$ cat src/rtl/mem_req_bridge_pkg.sv
// ---------------------------------------------------------------------------
// mem_req_bridge_pkg
// Shared types and helpers for the pipeline-to-SRAM-bus request bridge.
//   size_e     : access size encoding carried on cpu_size / bus_size
//   cnt_width  : width of a counter that must hold the values 0..depth
// ---------------------------------------------------------------------------
package mem_req_bridge_pkg;

  typedef enum logic [1:0] {
    SIZE_BYTE = 2'd0,
    SIZE_HALF = 2'd1,
    SIZE_WORD = 2'd2
  } size_e;

  function automatic int cnt_width(input int depth);
    return $clog2(depth + 1);
  endfunction

endpackage

$ cat src/rtl/mem_req_bridge_sync_fifo.sv
// ---------------------------------------------------------------------------
// sync_fifo
// Single-clock first-word-fall-through FIFO.
//   clk, srst  : clock, synchronous active-high reset
//   push/wdata : write one entry (ignored when full)
//   pop        : drop the head entry (ignored when empty)
//   clear      : empty the FIFO this edge; takes priority over push/pop
//   rdata      : current head entry, valid while !empty
//   full, empty, count : occupancy status
// ---------------------------------------------------------------------------
module sync_fifo
  import mem_req_bridge_pkg::*;
#(
  parameter int WIDTH = 8,
  parameter int DEPTH = 4
) (
  input  logic                       clk,
  input  logic                       srst,
  input  logic                       push,
  input  logic                       pop,
  input  logic                       clear,
  input  logic [WIDTH-1:0]           wdata,
  output logic [WIDTH-1:0]           rdata,
  output logic                       full,
  output logic                       empty,
  output logic [cnt_width(DEPTH)-1:0] count
);

  localparam int AW = (DEPTH > 1) ? $clog2(DEPTH) : 1;
  localparam int CW = cnt_width(DEPTH);

  logic [WIDTH-1:0] mem [DEPTH];
  logic [AW-1:0]    wr_ptr_reg, rd_ptr_reg;
  logic [CW-1:0]    count_reg;
  logic             do_push, do_pop;

  assign full    = (count_reg == DEPTH[CW-1:0]);
  assign empty   = (count_reg == '0);
  assign count   = count_reg;
  assign do_push = push & ~full & ~clear;
  assign do_pop  = pop & ~empty & ~clear;

  // Head is read combinationally so an entry written at edge N is visible
  // during cycle N+1.
  assign rdata = mem[rd_ptr_reg];

  // Pointers wrap explicitly so DEPTH need not be a power of two.
  function automatic logic [AW-1:0] ptr_inc(input logic [AW-1:0] p);
    return (p == AW'(DEPTH - 1)) ? '0 : p + AW'(1);
  endfunction

  always_ff @(posedge clk) begin
    if (do_push) begin
      mem[wr_ptr_reg] <= wdata;
    end
  end

  always_ff @(posedge clk) begin
    if (srst || clear) begin
      wr_ptr_reg <= '0;
      rd_ptr_reg <= '0;
      count_reg  <= '0;
    end else begin
      if (do_push) wr_ptr_reg <= ptr_inc(wr_ptr_reg);
      if (do_pop)  rd_ptr_reg <= ptr_inc(rd_ptr_reg);
      count_reg <= count_reg + CW'(do_push) - CW'(do_pop);
    end
  end

endmodule

$ cat src/rtl/mem_req_bridge.sv
// ---------------------------------------------------------------------------
// mem_req_bridge
// Bridges a pipeline memory port to an SRAM-like req/addr_ok/data_ok bus with
// up to DEPTH outstanding-plus-buffered in-order transactions.
//   clk, rst        : clock, synchronous active-high reset
//   flush           : cancel in-flight reads and buffered responses
//   cpu_req_*       : request from pipeline (valid/ready, wr, size, wstrb,
//                     addr, wdata)
//   cpu_rsp_*       : buffered response to pipeline (valid/ready, rdata, wr)
//   bus_*           : SRAM-like bus master side
//   proto_err       : sticky; data_ok seen with nothing outstanding
// ---------------------------------------------------------------------------
module mem_req_bridge
  import mem_req_bridge_pkg::*;
#(
  parameter int ADDR_W = 32,
  parameter int DATA_W = 32,
  parameter int DEPTH  = 4
) (
  input  logic                clk,
  input  logic                rst,
  input  logic                flush,
  input  logic                cpu_req_valid,
  output logic                cpu_req_ready,
  input  logic                cpu_wr,
  input  logic [1:0]          cpu_size,
  input  logic [DATA_W/8-1:0] cpu_wstrb,
  input  logic [ADDR_W-1:0]   cpu_addr,
  input  logic [DATA_W-1:0]   cpu_wdata,
  output logic                cpu_rsp_valid,
  input  logic                cpu_rsp_ready,
  output logic [DATA_W-1:0]   cpu_rsp_rdata,
  output logic                cpu_rsp_wr,
  output logic                bus_req,
  output logic                bus_wr,
  output logic [1:0]          bus_size,
  output logic [DATA_W/8-1:0] bus_wstrb,
  output logic [ADDR_W-1:0]   bus_addr,
  output logic [DATA_W-1:0]   bus_wdata,
  input  logic                bus_addr_ok,
  input  logic                bus_data_ok,
  input  logic [DATA_W-1:0]   bus_rdata,
  output logic                proto_err
);

  localparam int CW = cnt_width(DEPTH);

  logic [CW-1:0] outst_reg, outst_next;
  logic [CW-1:0] discard_reg, discard_next;
  logic          proto_err_reg, proto_err_next;

  logic [CW-1:0] rsp_count, wr_count;
  logic          rsp_full, rsp_empty, wr_full, wr_empty;
  logic          wr_head;
  logic [DATA_W:0] rsp_wdata, rsp_rdata;

  logic credit, accept, dok_live, dok_drop, rsp_push, rsp_pop;

  // Counting buffered responses in the credit keeps a data_ok from ever
  // finding the response FIFO full.
  assign credit   = ({1'b0, outst_reg} + {1'b0, rsp_count}) < DEPTH[CW:0];
  assign bus_req  = cpu_req_valid & credit & ~flush & ~rst;
  assign accept   = bus_req & bus_addr_ok;
  assign cpu_req_ready = accept;

  assign bus_wr    = cpu_wr;
  assign bus_size  = cpu_size;
  assign bus_wstrb = cpu_wstrb;
  assign bus_addr  = cpu_addr;
  assign bus_wdata = cpu_wdata;

  // A data_ok with nothing outstanding is a slave error and otherwise ignored.
  assign dok_live  = bus_data_ok & (outst_reg != '0);
  assign dok_drop  = dok_live & (flush | (discard_reg != '0));
  assign rsp_push  = dok_live & ~dok_drop;
  assign rsp_wdata = {wr_head, wr_head ? {DATA_W{1'b0}} : bus_rdata};
  assign rsp_pop   = ~rsp_empty & cpu_rsp_ready;

  always_comb begin
    outst_next     = outst_reg + CW'(accept) - CW'(dok_live);
    discard_next   = discard_reg;
    proto_err_next = proto_err_reg | (bus_data_ok & (outst_reg == '0));
    if (flush) begin
      // Everything still outstanding after this edge belongs to the
      // cancelled stream, including stores.
      discard_next = outst_next;
    end else if (dok_live && (discard_reg != '0)) begin
      discard_next = discard_reg - CW'(1);
    end
  end

  always_ff @(posedge clk) begin
    if (rst) begin
      outst_reg     <= '0;
      discard_reg   <= '0;
      proto_err_reg <= 1'b0;
    end else begin
      outst_reg     <= outst_next;
      discard_reg   <= discard_next;
      proto_err_reg <= proto_err_next;
    end
  end

  sync_fifo #(.WIDTH(DATA_W + 1), .DEPTH(DEPTH)) u_rsp_fifo (
    .clk   (clk),
    .srst  (rst),
    .push  (rsp_push),
    .pop   (rsp_pop),
    .clear (flush),
    .wdata (rsp_wdata),
    .rdata (rsp_rdata),
    .full  (rsp_full),
    .empty (rsp_empty),
    .count (rsp_count)
  );

  // Write flags stay aligned with the bus even across a flush, since
  // accepted stores still return a data_ok.
  sync_fifo #(.WIDTH(1), .DEPTH(DEPTH)) u_wr_q (
    .clk   (clk),
    .srst  (rst),
    .push  (accept),
    .pop   (dok_live),
    .clear (1'b0),
    .wdata (cpu_wr),
    .rdata (wr_head),
    .full  (wr_full),
    .empty (wr_empty),
    .count (wr_count)
  );

  assign cpu_rsp_valid = ~rsp_empty;
  assign cpu_rsp_wr    = rsp_rdata[DATA_W];
  assign cpu_rsp_rdata = rsp_rdata[DATA_W-1:0];
  assign proto_err     = proto_err_reg;

  // Status outputs not needed by this bridge.
  logic unused_status;
  assign unused_status = &{1'b0, rsp_full, wr_full, wr_empty, wr_count};

endmodule

$ cat config.mk
export PLATFORM = sky130hd
export DESIGN_NAME = mem_req_bridge
export DESIGN_NICKNAME = d
export VERILOG_FILES = /design/src/rtl/mem_req_bridge_pkg.sv /design/src/rtl/mem_req_bridge_sync_fifo.sv /design/src/rtl/mem_req_bridge.sv
export SDC_FILE = /design/constraint.sdc
export NUM_CORES = 1
export LEC_CHECK = 0
export ABC_AREA = 1
export CAP_MARGIN = 20
export CORE_MARGIN = 2
export CORE_UTILIZATION = 51
export DETAILED_ROUTE_END_ITERATION = 12
export GPL_TIMING_DRIVEN = 0
export PLACE_DENSITY = 0.94
export SETUP_SLACK_MARGIN = 0.5
export SYNTH_ARGS = -nofsm -noshare
export SYNTH_HDL_FRONTEND = slang
export SYNTH_SLANG_ARGS = --single-unit
$ cat constraint.sdc
create_clock -name clk -period 5.16 [get_ports clk]
set_input_delay 0.774 -clock clk [delete_from_list [all_inputs] [get_ports clk]]
set_output_delay 0.774 -clock clk [all_outputs]
set_load 0.01 [all_outputs]
* Word-level counts from Yosys, hierarchy flattened
Memories as Yosys holds them, arrays and structs flattened. A register that Yosys moved wholly into a read port is not among the register bits.
Index checks and enable logic that the tools add are counted.
** Storage, ports and cells
- Register bits after elaboration :: 21
- Bits of input ports :: 110
- Memories :: 2
- Latch bits :: 0
- Word-level logic and storage cells :: 77
- ROM bits :: 0
- Output and inout port bits :: 108
- Bits in writable memories :: 136
** Operators by class
- Multipliers :: 0
- Mux-type cells :: 15
- Bitwise gates (word level) :: 24
- Magnitude comparators :: 1
- Divide/modulo/power cells :: 0
- Equal/unequal tests :: 6
- Shifts and indexed selects :: 0
- Reduce and logical (&&, ||, !) cells :: 8
- Add/subtract/negate cells :: 12
** Memory list
- u_rsp_fifo.mem :: words 4, bits a word 33, read ports 1, clocked after Yosys merged registers in 1, write ports 1, RTL line mem_req_bridge_sync_fifo.sv:32 : logic [WIDTH-1:0] mem [DEPTH];
- u_wr_q.mem :: words 4, bits a word 1, read ports 1, clocked after Yosys merged registers in 1, write ports 1, RTL line mem_req_bridge_sync_fifo.sv:32
** Operator list (count)
- $mux W32 :: 1
- $mux W2 :: 8
- $and A1 B1 Y1 :: 15
- $add A3 B1 Y3 :: 3
- $logic_not A3 Y1 :: 3
- $sub A3 B1 Y3 :: 3
- $add A2 B1 Y2 const B :: 4
- $eq A2 B2 Y1 const B :: 4
- $not A1 Y1 :: 7
- $eq A3 B3 Y1 const B :: 2
- $mux W3 :: 2
- $reduce_bool A3 Y1 :: 2
- $add A3 B3 Y4 :: 1
- $lt A4 B3 Y1 const B :: 1
- $mux W1 :: 4
- $sub A3 B1 Y3 const B :: 1
- $or A1 B1 Y1 :: 2
- $reduce_bool A2 Y1 :: 1
- $logic_and A1 B1 Y1 :: 1
- $logic_or A1 B1 Y1 :: 1

* Longest topological paths before layout
Gate-level depths: netlist of the first run.
- Depth after elaboration :: 9
- Mapped depth :: 14
- Gate-level depth less buffers :: 14

* By module
Synthesis of the first run repeated with hierarchy kept, for this count alone.
** Unflattened totals
- Cell total of the unflattened synthesis :: 694
- Area, all modules :: 7435.9 sq um
** By module, submodules not included
- sync_fifo at u_rsp_fifo :: sequential area each 4144.0 sq um, instances 1, area an instance 5420.2 sq um, cells an instance 390
- mem_req_bridge :: sequential area each 140.1 sq um, instances 1, area an instance 1321.3 sq um, cells an instance 218
- sync_fifo at u_wr_q :: sequential area each 300.3 sq um, instances 1, area an instance 694.4 sq um, cells an instance 86

* Worst setup path before layout of the first run
No wires, ideal clock.
- Kind :: input to register
- From :: input flush
- To :: memory u_rsp_fifo.mem[3][0] (netlist bit) (enable)
- Setup time :: 0.423 ns
- Path buffers :: 0
- Path slack :: 2.205 ns
- Cell stages on the path :: 5
- Data arrival time :: 2.532 ns
- Required time :: 4.737 ns
- Cells stage by stage :: nor2_1 > nand2_1 > nor2_2 > inv_2 > nor2_1
** Between the ends
- Longest elaborated chain between the ends :: 8
** RTL lines
- start: declaration :: RTL line mem_req_bridge.sv:22 : input logic flush,
- $or A1 B1 Y1 :: RTL line mem_req_bridge.sv:74 : assign dok_drop = dok_live & (flush | (discard_reg != '0));
- $and A1 B1 Y1 :: RTL line mem_req_bridge.sv:74
- $not A1 Y1 :: RTL line mem_req_bridge.sv:75 : assign rsp_push = dok_live & ~dok_drop;
- $and A1 B1 Y1 :: RTL line mem_req_bridge.sv:75
- $and A1 B1 Y1 :: RTL line mem_req_bridge_sync_fifo.sv:40 : assign do_push = push & ~full & ~clear;
- $and A1 B1 Y1 (*) :: RTL line mem_req_bridge_sync_fifo.sv:40
- named net u_rsp_fifo.do_push :: RTL line mem_req_bridge_sync_fifo.sv:35 : logic do_push, do_pop;
- $mux W1 (*) :: RTL line mem_req_bridge_sync_fifo.sv:53 : if (do_push) begin
- $mux W1 (implied by the code) (*) :: RTL line mem_req_bridge_sync_fifo.sv:54 : mem[wr_ptr_reg] <= wdata;
- end: declaration :: RTL line mem_req_bridge_sync_fifo.sv:32
Mark *: on every way through the listed nets, which the timed path passes. The rest lies on a longest branch.

* Worst setup path in the final report of the first run
- From :: input flush
- To :: output cpu_req_ready
** Between the ends
- Longest elaborated chain between the ends :: 4
** RTL lines
- $not A1 Y1 :: RTL line mem_req_bridge.sv:62 : assign bus_req = cpu_req_valid & credit & ~flush & ~rst;
- $and A1 B1 Y1 (2 in series) :: RTL line mem_req_bridge.sv:62
- $and A1 B1 Y1 :: RTL line mem_req_bridge.sv:63 : assign accept = bus_req & bus_addr_ok;
- end: declaration :: RTL line mem_req_bridge.sv:24 : output logic cpu_req_ready,
No other way between the ends.

==> results.md, run 1 <==
- Post-synth EDFFs: 136
- HPWL after DPL: 11300 um
- Sequential share of the synthesized area: 63.42%
- F_max: 305.1 MHz
- Share of power burned in the clock network: 35.3%
- Setup crit start kind: input pin
- Area of the multi-input gates: 0.001742 mm^2
- Num rows: 43
- Slew margin rel.: 58.55%
- Post-CTS Hold Buffers: 0
- Combinational power share: 17.3%
- Share of cells above drive strength 1: 14.64%
- Setup TNS Final: 0 ns
- Mapped Cells: 658
- CP Max Fanout: 7
- Top-count cell post-synth: edfxtp_1
- Slew Limit Fails: 0
- Leak pwr: 3.762 nW
- Tot Pwr: 3.245 mW
- Syn Area/Cell: 10.99 um^2
- Io pins: 218
- Clock sink count: 161
- Final hold violation count: 0
- Sw Share: 25.01%
- Finished Layout Cells: 1020
- GR Overflow Total: 0
- Setup Skew: 0.008880 ns
- DIE AREA: 0.01514 mm^2
- Worst skew pair latency: 0.43 ns
- Worst Setup SP: flush
- Syn_nets: 791
- Sequential share of power: 47.4%
- First-pass GRT wire length: 25920 um
- Initial antenna violation count: 0
- Clock transition at path regs: 0.06 ns
- Async SR Flop Fraction: 0%
- # setup viols final: 0
- Worst setup EP type: output pin
- FF+latch area: 0.004584 mm^2
- Yosys reg bits: 161
- Worst EP required: 4.39 ns
- Period minus WS final: 3.278 ns
- Critical R2R Launch: outst_reg[1]
- Hold Path Class: flop to flop
- Unique masters post-synth: 23
- Pint: 2.433 mW
- Mapped Area: 0.007228 mm^2
- Post-CTS Setup Bufs: 0
- Post_cts resized: 0
- Vias per cell: 5.142
- Core area: 0.01388 mm^2
- CTS tree: yes
- Area leader, netlist: edfxtp_1
- Ys flop type: edfxtp_1
- Status: complete, no violations
- # port buffers: 147
- Area grow syn2layout: 32.75%
- Period utilization: 63.53%
- Power Dens Cells: 338.2 mW/mm^2
- Post-Place Cells: 989
- Final #Nets: 961
- Root Driver: clkbuf_16
- Top cell type's share of synthesized area: 56.50%
- Initial Util: 52.07%
- Top Registers: u_rsp_fifo.mem x132, u_wr_q.mem x4
- Synth warn: 0
- Number of flip-flops in the largest register: 132
- CTS Buffer Depth: 2
- Worst Tran Pin Value: 0.6203 ns
- Die H: 123.1 um
- 1st-pass router iterations: 5
- Largest net degree at the start of global routing: 22
- H-tree depth: 4
- Crit Path Category: input pin to output pin
- Commonest cells post-synth: edfxtp_1 (136), nor2_1 (130), inv_1 (76)
- Drt drc: 0
- Fillers: 955
- HP Start: proto_err
- N_diodes: 0
- Starting DRT DRC Count: 558
- Gpl congestion: 0.8093
- Vias in the first global route: 5211
- Top post-synthesis cells by area: edfxtp_1 (56%), buf_4 (7.4%), dfxtp_1 (6.9%), nor2_1 (6.8%), o21ai_0 (5.1%)
- Reg with most FFs: u_rsp_fifo.mem
- Post-DRT Antenna Nets: 0
- Max Cap Viol: 0
- Die width: 123.1 um
- DR WL/cell: 16.82 um
- GRT Total Usage: 23.01%
- Detailed-route via count: 5245
- CP arrival: 2.50 ns
- Routed wire length: 17160 um
- P_sw: 0.8117 mW
- CTS Buf Count: 17
- Max VDD drop: 0.0002713 V
- RSZ-0062 raised after global routing: no
-- cell type report --
cell class,count,area share (%)
sequential,161,47.78
multi-input combinational,323,18.15
timing repair buffer,151,16.48
buffer,95,6.624
clock buffer,21,4.590
inverter,79,3.090
tap,180,2.347
clock inverter,10,0.9388
-- worst max-delay path, cell delays in order --
cell and delay [ns]:
clkdlybuf4s50_1 0.55, nor2_4 0.26, nand3_2 0.11, nor2_4 0.13
nand2_1 0.07, inv_1 0.08, clkdlybuf4s50_1 0.53
-- per-layer routing --
metal	routed length, um	vias up	global-route usage (%)	share of wire (%)
li1	-	2485	-	-
met1	6270	2508	25.43	37
met2	9338	223	42.44	54
met3	1222	29	6.873	7.1
met4	323	0	7.031	1.9
met5	0	-	0	0
-- per-stage QoR --
step                      setup slack (ns)  area [um^2]  utilization [%]  hold slack, ns
after floorplan                      2.205         7228                -          0.4583
after global placement              0.5483         8925            64.30          0.4402
after detailed placement             1.907         9065            65.31          0.4428
after CTS                            1.882         9595            69.13          0.4707
after global routing                 1.753         9595            69.13          0.5090
final                                1.882         9595            69.13          0.4696
-- worst paths after layout --
check | to | slack [ns] | depth (start not counted)
worst min-delay path | proto_err | 0.47 | 2
worst max register to register | u_wr_q.count[2] | 2.79 | 14
worst max-delay path | cpu_req_ready | 1.88 | 7
worst min register to register | proto_err | 0.47 | 2
-- power by group through the flow --
stage | sequential (mW) | combinational, mW | clock [mW]
5_1_grt | 1.54 | 0.619 | 1.21
2_1_floorplan | 1.56 | 0.308 | 0
3_5_place_dp | 1.56 | 0.557 | 0
4_1_cts | 1.54 | 0.565 | 1.15
3_3_place_gp | 1.56 | 0.520 | 0
6_report | 1.54 | 0.562 | 1.14
-- placed cells by master (no fill, tap or decap), drive strengths merged --
cell type	count
nand3b	1
edfxtp	136
clkinv	8
clkbuf	35
dfxtp	25
ha	20
a21boi	1
bufinv	1
a32oi	1
fa	3
xnor2	3
clkdlybuf4s50	147
inv	79
nand2	30
buf	85
clkinvlp	1
a21oi	12
o21ai	73
nand3	13
nor2	133
o22ai	33
-- cell families after synthesis --
kind of cell / Yosys count / share of synthesized area, %
fa+ha+maj: 23 / 4.293
buf+inv: 174 / 12.90
flops: 161 / 63.42
xor+xnor: 3 / 0.3636
simple gates: 177 / 9.953
compound gates: 120 / 9.071
Note: power is estimated with default switching activity, not from simulation.
==> run 2, diff against run 1 <==
--- a/config.mk
+++ b/config.mk
@@ -8,10 +8,10 @@
 export ABC_AREA = 1
 export CAP_MARGIN = 20
 export CORE_MARGIN = 2
-export CORE_UTILIZATION = 51
+export CORE_UTILIZATION = 43
 export DETAILED_ROUTE_END_ITERATION = 12
 export GPL_TIMING_DRIVEN = 0
-export PLACE_DENSITY = 0.94
+export PLACE_DENSITY = 0.85
 export SETUP_SLACK_MARGIN = 0.5
 export SYNTH_ARGS = -nofsm -noshare
 export SYNTH_HDL_FRONTEND = slang
==> constraint.sdc (replaced) <==
create_clock -name clk -period 2.8 [get_ports clk]
set_input_delay 0.42 -clock clk [delete_from_list [all_inputs] [get_ports clk]]
set_output_delay 0.42 -clock clk [all_outputs]
set_load 0.01 [all_outputs]
==> run 2 against run 1 <==
Effect of this change:
- via count shrank 1.4%
- clock power up 94%
- final area increased by 2.1%
- die area rose by 18%
- combinational power increased by 83%
- routed wire length down 7.5%
- largest power group unchanged
- worst setup slack lost 1.3 ns
- count of clock-buffer cells in the layout is 4 lower
- first-iteration DRC count down 37%
- sequential share of layout area down 0.84 points
==> results.md, run 2 (synthesis gave the netlist of run 1 again) <==
- Met1 GRT Util: 19.10% (was 25.43%)
- Detailed-route via count: 5173 (was 5245)
- GR Overflow Total: 0 (unchanged)
- Starting DRT DRC Count: 349 (was 558)
- Worst skew pair latency: 0.42 ns (was 0.43 ns)
- H-tree depth: 4 (unchanged)
- Reg with most FFs: u_rsp_fifo.mem (unchanged)
- F_max: 449.7 MHz
- Max VDD drop: 0.0004980 V (was 0.0002713 V)
- CTS Buf Count: 17 (unchanged)
- Share of cells above drive strength 1: 19.15% (was 14.64%)
- Initial antenna violation count: 0 (unchanged)
- Worst setup EP type: output pin (unchanged)
- Routing usage on met2: 31.67% (was 42.44%)
- Setup Skew: 0.01087 ns (was 0.008880 ns)
- Post-DRT Antenna Nets: 0 (unchanged)
- Number of flip-flops in the largest register: 132 (unchanged)
- Final #Nets: 966 (was 961)
- N_diodes: 0 (unchanged)
- Clock sink count: 161 (unchanged)
- CP Max Fanout: 10 (was 7)
- Die H: 133.7 um (was 123.1 um)
- Core area: 0.01652 mm^2 (was 0.01388 mm^2)
- Setup TNS Final: 0 ns (unchanged)
- CP max stage delay: 0.34 ns (was 0.55 ns)
- Commonest non-fill, non-tap cell in the layout: edfxtp_1 (was clkdlybuf4s50_1)
- Max Cap Viol: 0 (unchanged)
- # port buffers: 147 (unchanged)
- Fillers: 1257 (was 955)
- Status: complete, no violations (unchanged)
- Vias in the first global route: 5023 (was 5211)
- Area of the multi-input gates: 0.001774 mm^2 (was 0.001742 mm^2)
- Most frequent cells in the layout: edfxtp_1 (136), nor2_1 (125), clkdlybuf4s50_1 (111) (was clkdlybuf4s50_1 (147), edfxtp_1 (136), nor2_1 (126))
- Worst Tran Pin Value: 0.5702 ns (was 0.6203 ns)
- Largest net degree at the start of global routing: 24 (was 22)
- Io pins: 218 (unchanged)
- FF+latch area: 0.004597 mm^2 (was 0.004584 mm^2)
- Routed wire length: 15870 um (was 17160 um)
- HPWL after DPL: 10570 um (was 11300 um)
- Num rows: 47 (was 43)
- DIE AREA: 0.01786 mm^2 (was 0.01514 mm^2)
- Final WS setup: 0.5761 ns (was 1.882 ns)
- CP arrival: 1.80 ns (was 2.50 ns)
- Util after Layout: 59.27% (was 69.13%)
- DR WL/cell: 14.88 um (was 16.82 um)
- Setup WS pre-CTS: 0.04944 ns (was 1.907 ns)
- # setup viols final: 0 (unchanged)
- Setup crit start kind: flop (was input pin)
- Die width: 133.7 um (was 123.1 um)
- Vias per cell: 4.853 (was 5.142)
- Power Dens Cells: 620.8 mW/mm^2 (was 338.2 mW/mm^2)
- Slew Limit Fails: 0 (unchanged)
- Area grow syn2layout: 35.50% (was 32.75%)
- Drt drc: 0 (unchanged)
- Worst EP required: 2.38 ns (was 4.39 ns)
- 1st-pass router iterations: 5 (unchanged)
- GRT busiest layer: met2 (unchanged)
- CTS Buffer Depth: 2 (unchanged)
- Period minus WS final: 2.224 ns
- Top Registers: u_rsp_fifo.mem x132, u_wr_q.mem x4 (unchanged)
- Crit-path cells: inv_2 > buf_4 > buf_6 > nor2_1 > o22ai_1 > dlygate4sd2_1 (was clkdlybuf4s50_1 > nor2_4 > nand3_2 > nor2_4 > nand2_1 > inv_1 > clkdlybuf4s50_1)
- GRT Total Usage: 17.45% (was 23.01%)
- Hold Path Class: flop to flop (unchanged)
- Period utilization: 79.42%
- GRT met3 Usage: 5.441% (was 6.873%)
- RSZ-0062 raised after global routing: no (unchanged)
- Slowest-stage cell, CP: dfxtp_2 (was clkdlybuf4s50_1)
- Initial Util: 43.74% (was 52.07%)
- Final hold violation count: 0 (unchanged)
- Leak pwr: 3.921 nW (was 3.762 nW)
- Gpl congestion: 0.7974 (was 0.8093)
- First-pass GRT wire length: 23960 um (was 25920 um)
- Clock transition at path regs: 0.07 ns (was 0.06 ns)
- Slew margin rel.: 61.90% (was 58.55%)
- Root Driver: clkbuf_16 (unchanged)
- Crit Path Category: flop to output pin (was input pin to output pin)
- CTS tree: yes (unchanged)
## run 2: changes by cell type in the layout (fill, tap and decap cells not counted), sizes merged
cell	previous run	this run
clkinvlp	1	2
inv	79	86
buf	85	90
clkinv	8	5
clkbuf	35	31
clkdlybuf4s15	0	1
clkdlybuf4s50	147	111
dlygate4sd2	0	35
## run 2: critical path, delay by kind of cell (launching register included)
family | cells | cell delay (ns)
AOI/OAI and AO/OA | 1 | 0.24
buffers and inverters | 4 | 0.74
DFF | 1 | 0.34
and+or+nand+nor | 1 | 0.06
## run 2: power breakdown
| group | switching, mW | total (mW) | internal [mW] |
|---|---|---|---|
| Combinational | 0.536 | 1.03 | 0.494 |
| Sequential | 0.0597 | 2.84 | 2.78 |
| Clock | 0.963 | 2.21 | 1.25 |
## run 2: layout make-up
cell class | count | area share [%]
Buffer | 95 | 7.243
Clock buffer | 17 | 4.343
Clock inverter | 15 | 1.520
Inverter | 79 | 3.028
Multi-Input combinational cell | 323 | 18.11
Sequential cell | 161 | 46.93
Tap cell | 220 | 2.810
Timing Repair Buffer | 156 | 16.01
## run 2: timing repair
| action | CTS | global route |
|---|---|---|
| hold buffers | 0 | 0 |
| resized for setup | 74 | 14 |
| buffers inserted | 1 | 4 |
| setup endpoints to repair | 38 | 3 |
| pin swaps | 1 | 3 |
## run 2: worst paths after layout
kind | startpoint | endpoint | slack [ns] | cells after the start
setup / recovery | flop | cpu_rsp_rdata[10] | 0.58 | 6
hold / removal | proto_err | proto_err | 0.46 | 2
setup reg to reg | outst_reg[1] | discard_reg[1] | 0.58 | 12
hold reg to reg | proto_err | proto_err | 0.46 | 2
## run 2: per-layer routing
metal / vias up / share of wire [%]
li1: 2500 / -
met1: 2427 / 37
met2: 224 / 54
met3: 22 / 7.6
met4: 0 / 1.2
met5: - / 0
## run 2: metrics by stage
step | cell area [um^2] | instances | hold WS (ns) | total power [mW]
3_3_place_gp | 8975 | 1025 | 0.4456 | 3.850
2_1_floorplan | 7228 | 658 | 0.4583 | 3.439
6_report | 9794 | 1066 | 0.4637 | 6.080
3_5_place_dp | 9107 | 1029 | 0.4504 | 3.902
4_1_cts | 9726 | 1062 | 0.4654 | 6.057
5_1_grt | 9794 | 1066 | 0.4834 | 6.326
==> run 3, diff against run 2 <==
--- a/config.mk
+++ b/config.mk
@@ -8,10 +8,10 @@
 export ABC_AREA = 1
 export CAP_MARGIN = 20
 export CORE_MARGIN = 2
-export CORE_UTILIZATION = 43
+export CORE_UTILIZATION = 47
 export DETAILED_ROUTE_END_ITERATION = 12
 export GPL_TIMING_DRIVEN = 0
-export PLACE_DENSITY = 0.85
+export PLACE_DENSITY = 0.88
 export SETUP_SLACK_MARGIN = 0.5
 export SYNTH_ARGS = -nofsm -noshare
 export SYNTH_HDL_FRONTEND = slang
==> constraint.sdc (replaced) <==
create_clock -name clk -period 2.24 [get_ports clk]
set_input_delay 0.336 -clock clk [delete_from_list [all_inputs] [get_ports clk]]
set_output_delay 0.336 -clock clk [all_outputs]
set_load 0.01 [all_outputs]
==> run 3 against run 2 <==
Effect of this change:
- first-iteration DRC count is 94% higher
- utilization rose by 15 points
- final area is 14% higher
- critical path depth grew 6
- clock power rose by 31%
- global-route usage rose by 7.2 points
- combinational power increased by 60%
- critical endpoint is now discard_reg[1]
- largest cell class unchanged
==> results.md, run 3 (synthesis gave the netlist of run 1 again) <==
- Status: complete, no violations (unchanged)
- Post-Place Cells: 993 (was 1029)
- Initial antenna violation count: 0 (unchanged)
- Starting DRT DRC Count: 676 (was 349)
- Worst setup EP type: flop (was output pin)
- Commonest non-fill, non-tap cell in the layout: edfxtp_1 (unchanged)
- CP max stage delay: 0.55 ns (was 0.34 ns)
- Final #Nets: 1026 (was 966)
- CTS Buffer Depth: 2 (unchanged)
- Die H: 128.0 um (was 133.7 um)
- Setup TNS Final: 0 ns (unchanged)
- CTS Buf Count: 17 (unchanged)
- Drt drc: 0 (unchanged)
- Sequential share of power: 44.0% (was 46.7%)
- Placement Cell Area: 0.009002 mm^2 (was 0.009107 mm^2)
- Clock transition at path regs: 0.06 ns (was 0.07 ns)
- Reg2reg end: discard_reg[1] (unchanged)
- # setup viols final: 0 (unchanged)
- F_max: 469.9 MHz
- Post-CTS Hold Buffers: 0 (unchanged)
- Crit-path cells: ha_4 > inv_2 > nand3_2 > nor2_4 > nand2_2 > inv_2 > ha_4 > inv_2 > fa_2 > nor2_1 > o21ai_1 > a21oi_1 (was inv_2 > buf_4 > buf_6 > nor2_1 > o22ai_1 > dlygate4sd2_1)
- Finished Layout Cells: 1094 (was 1066)
- Slowest-stage cell, CP: fa_2 (was dfxtp_2)
- Reg2reg path depth: 12 (unchanged)
- Share of power burned in the clock network: 35.7% (was 36.4%)
- Root Driver: clkbuf_16 (unchanged)
- RSZ-0062 raised after global routing: yes (was no)
- Core area: 0.01509 mm^2 (was 0.01652 mm^2)
- Crit-path leading delay family: adder cells (was buffers and inverters)
- Routed wire length: 22470 um (was 15870 um)
- Top Registers: u_rsp_fifo.mem x132, u_wr_q.mem x4 (unchanged)
- DR WL/cell: 20.54 um (was 14.88 um)
- Leak pwr: 4.389 nW (was 3.921 nW)
- Period minus WS final: 2.128 ns
- GR Overflow Total: 0 (unchanged)
- Max VDD drop: 0.0005915 V (was 0.0004980 V)
- Period utilization: 95.00%
- Number of flip-flops in the largest register: 132 (unchanged)
- Io pins: 218 (unchanged)
- Finished Cell Area: 0.01115 mm^2 (was 0.009794 mm^2)
- HPWL after DPL: 10760 um (was 10570 um)
- Worst Tran Pin Value: 0.5852 ns (was 0.5702 ns)
- Initial Util: 47.90% (was 43.74%)
- Slew margin rel.: 60.99% (was 61.90%)
- Num rows: 45 (was 47)
- Tot Pwr: 8.111 mW (was 6.080 mW)
- Final Hold Slack: 0.3137 ns (was 0.4637 ns)
- # port buffers: 147 (unchanged)
- P_sw: 2.209 mW (was 1.558 mW)
- Post-DRT Antenna Nets: 0 (unchanged)
- DIE AREA: 0.01639 mm^2 (was 0.01786 mm^2)
- CP arrival: 2.42 ns (was 1.80 ns)
- N_diodes: 0 (unchanged)
- Buffers & Inverters on Critical Path: 3 (was 4)
- Detailed-route via count: 5884 (was 5173)
- Slew Limit Fails: 0 (unchanged)
- HP Start: cpu_wr (was proto_err)
- Power Dens Cells: 727.5 mW/mm^2 (was 620.8 mW/mm^2)
- Hold Path Class: input pin to flop (was flop to flop)
- Worst skew pair latency: 0.44 ns (was 0.42 ns)
- Reg with most FFs: u_rsp_fifo.mem (unchanged)
- Crit Path Category: flop to flop (was flop to output pin)
- Clock sink count: 161 (unchanged)
- Fillers: 876 (was 1257)
- Vias in the first global route: 5782 (was 5023)
- Pint: 5.902 mW (was 4.522 mW)
- Setup Skew: 0.009090 ns (was 0.01087 ns)
- CP most frequent cell: inv_2
- Setup crit start kind: flop (unchanged)
- Sw Share: 27.24% (was 25.63%)
- Most frequent cells in the layout: edfxtp_1 (136), clkdlybuf4s50_1 (109), buf_4 (101) (was edfxtp_1 (136), nor2_1 (125), clkdlybuf4s50_1 (111))
- Gpl congestion: 0.7601 (was 0.7974)
- Share of cells above drive strength 1: 40.62% (was 19.15%)
- Critical R2R Launch: u_rsp_fifo.count[2] (was outst_reg[1])
- First-pass GRT wire length: 30080 um (was 23960 um)
- H-tree depth: 4 (unchanged)
- Hold Path End: u_wr_q.mem[3] (was proto_err)
- Die width: 128.0 um (was 133.7 um)
- Largest net degree at the start of global routing: 18 (was 24)
- CP Max Fanout: 4 (was 10)
- Worst EP required: 2.53 ns (was 2.38 ns)
- Worst reg2reg setup slack: 0.11 ns (was 0.58 ns)
- CTS tree: yes (unchanged)
- Vias per cell: 5.378 (was 4.853)
- Final hold violation count: 0 (unchanged)
- GRT Total Usage: 24.70% (was 17.45%)
- Max Cap Viol: 0 (unchanged)
- Combinational power share: 20.3% (was 16.9%)
- Area grow syn2layout: 54.25% (was 35.50%)
- Hold Path Depth: 1 (was 2)
- 1st-pass router iterations: 5 (unchanged)
## run 3: worst max path at each step
stage	startpoint	end	slack (ns)	cells past startpoint
6_report	u_rsp_fifo.count[2]	discard_reg[1]	0.11	12
5_1_grt	u_rsp_fifo.count[1]	u_rsp_fifo.count[1]	0.02	11
4_1_cts	u_rsp_fifo.count[1]	discard_reg[1]	0.11	12
3_5_place_dp	flush	u_rsp_fifo.mem[3][17]	-0.49	6
3_3_place_gp	flush	u_rsp_fifo.mem[3][17]	-0.49	6
2_1_floorplan	outst_reg[2]	discard_reg[1]	0.16	12
## run 3: repair_timing
action	CTS	global route
setup buffers	39	16
setup endpoints to repair	179	178
gates resized for setup	312	134
cloned	12	2
pin swaps	50	40
## run 3: cell type report
type	count	area (um^2)	area share (%)
multi-input combinational	327	2431	21.80
buffer	95	867.1	7.777
inverter	79	314.1	2.817
tap	188	235.2	2.110
clock buffer	17	425.4	3.816
clock inverter	15	156.4	1.403
timing repair buffer	212	2112	18.94
sequential	161	4608	41.33
## run 3: per-layer routing
layer / vias to the layer above / GRT usage, % / part of all wire, %
li1: 2625 / - / -
met1: 2847 / 27.74 / 35
met2: 341 / 43.57 / 54
met3: 71 / 6.553 / 7.5
met4: 0 / 12.15 / 4.0
met5: - / 0 / 0
## run 3: power groups by stage
stage | registers [mW] | clock network (mW) | logic (mW)
3_5_place_dp | 3.61 | 0 | 1.29
5_1_grt | 3.58 | 3.01 | 1.78
4_1_cts | 3.55 | 2.82 | 1.48
6_report | 3.57 | 2.89 | 1.65
3_3_place_gp | 3.60 | 0 | 1.25
2_1_floorplan | 3.59 | 0 | 0.749
## run 3: metrics by stage
stage	utilization (%)	setup slack (ns)
after global placement	59.66	-0.4936
after detailed placement	59.66	-0.4928
final	73.89	0.1120
after global routing	73.89	0.01646
after CTS	69.90	0.1111
after floorplan	-	0.1600
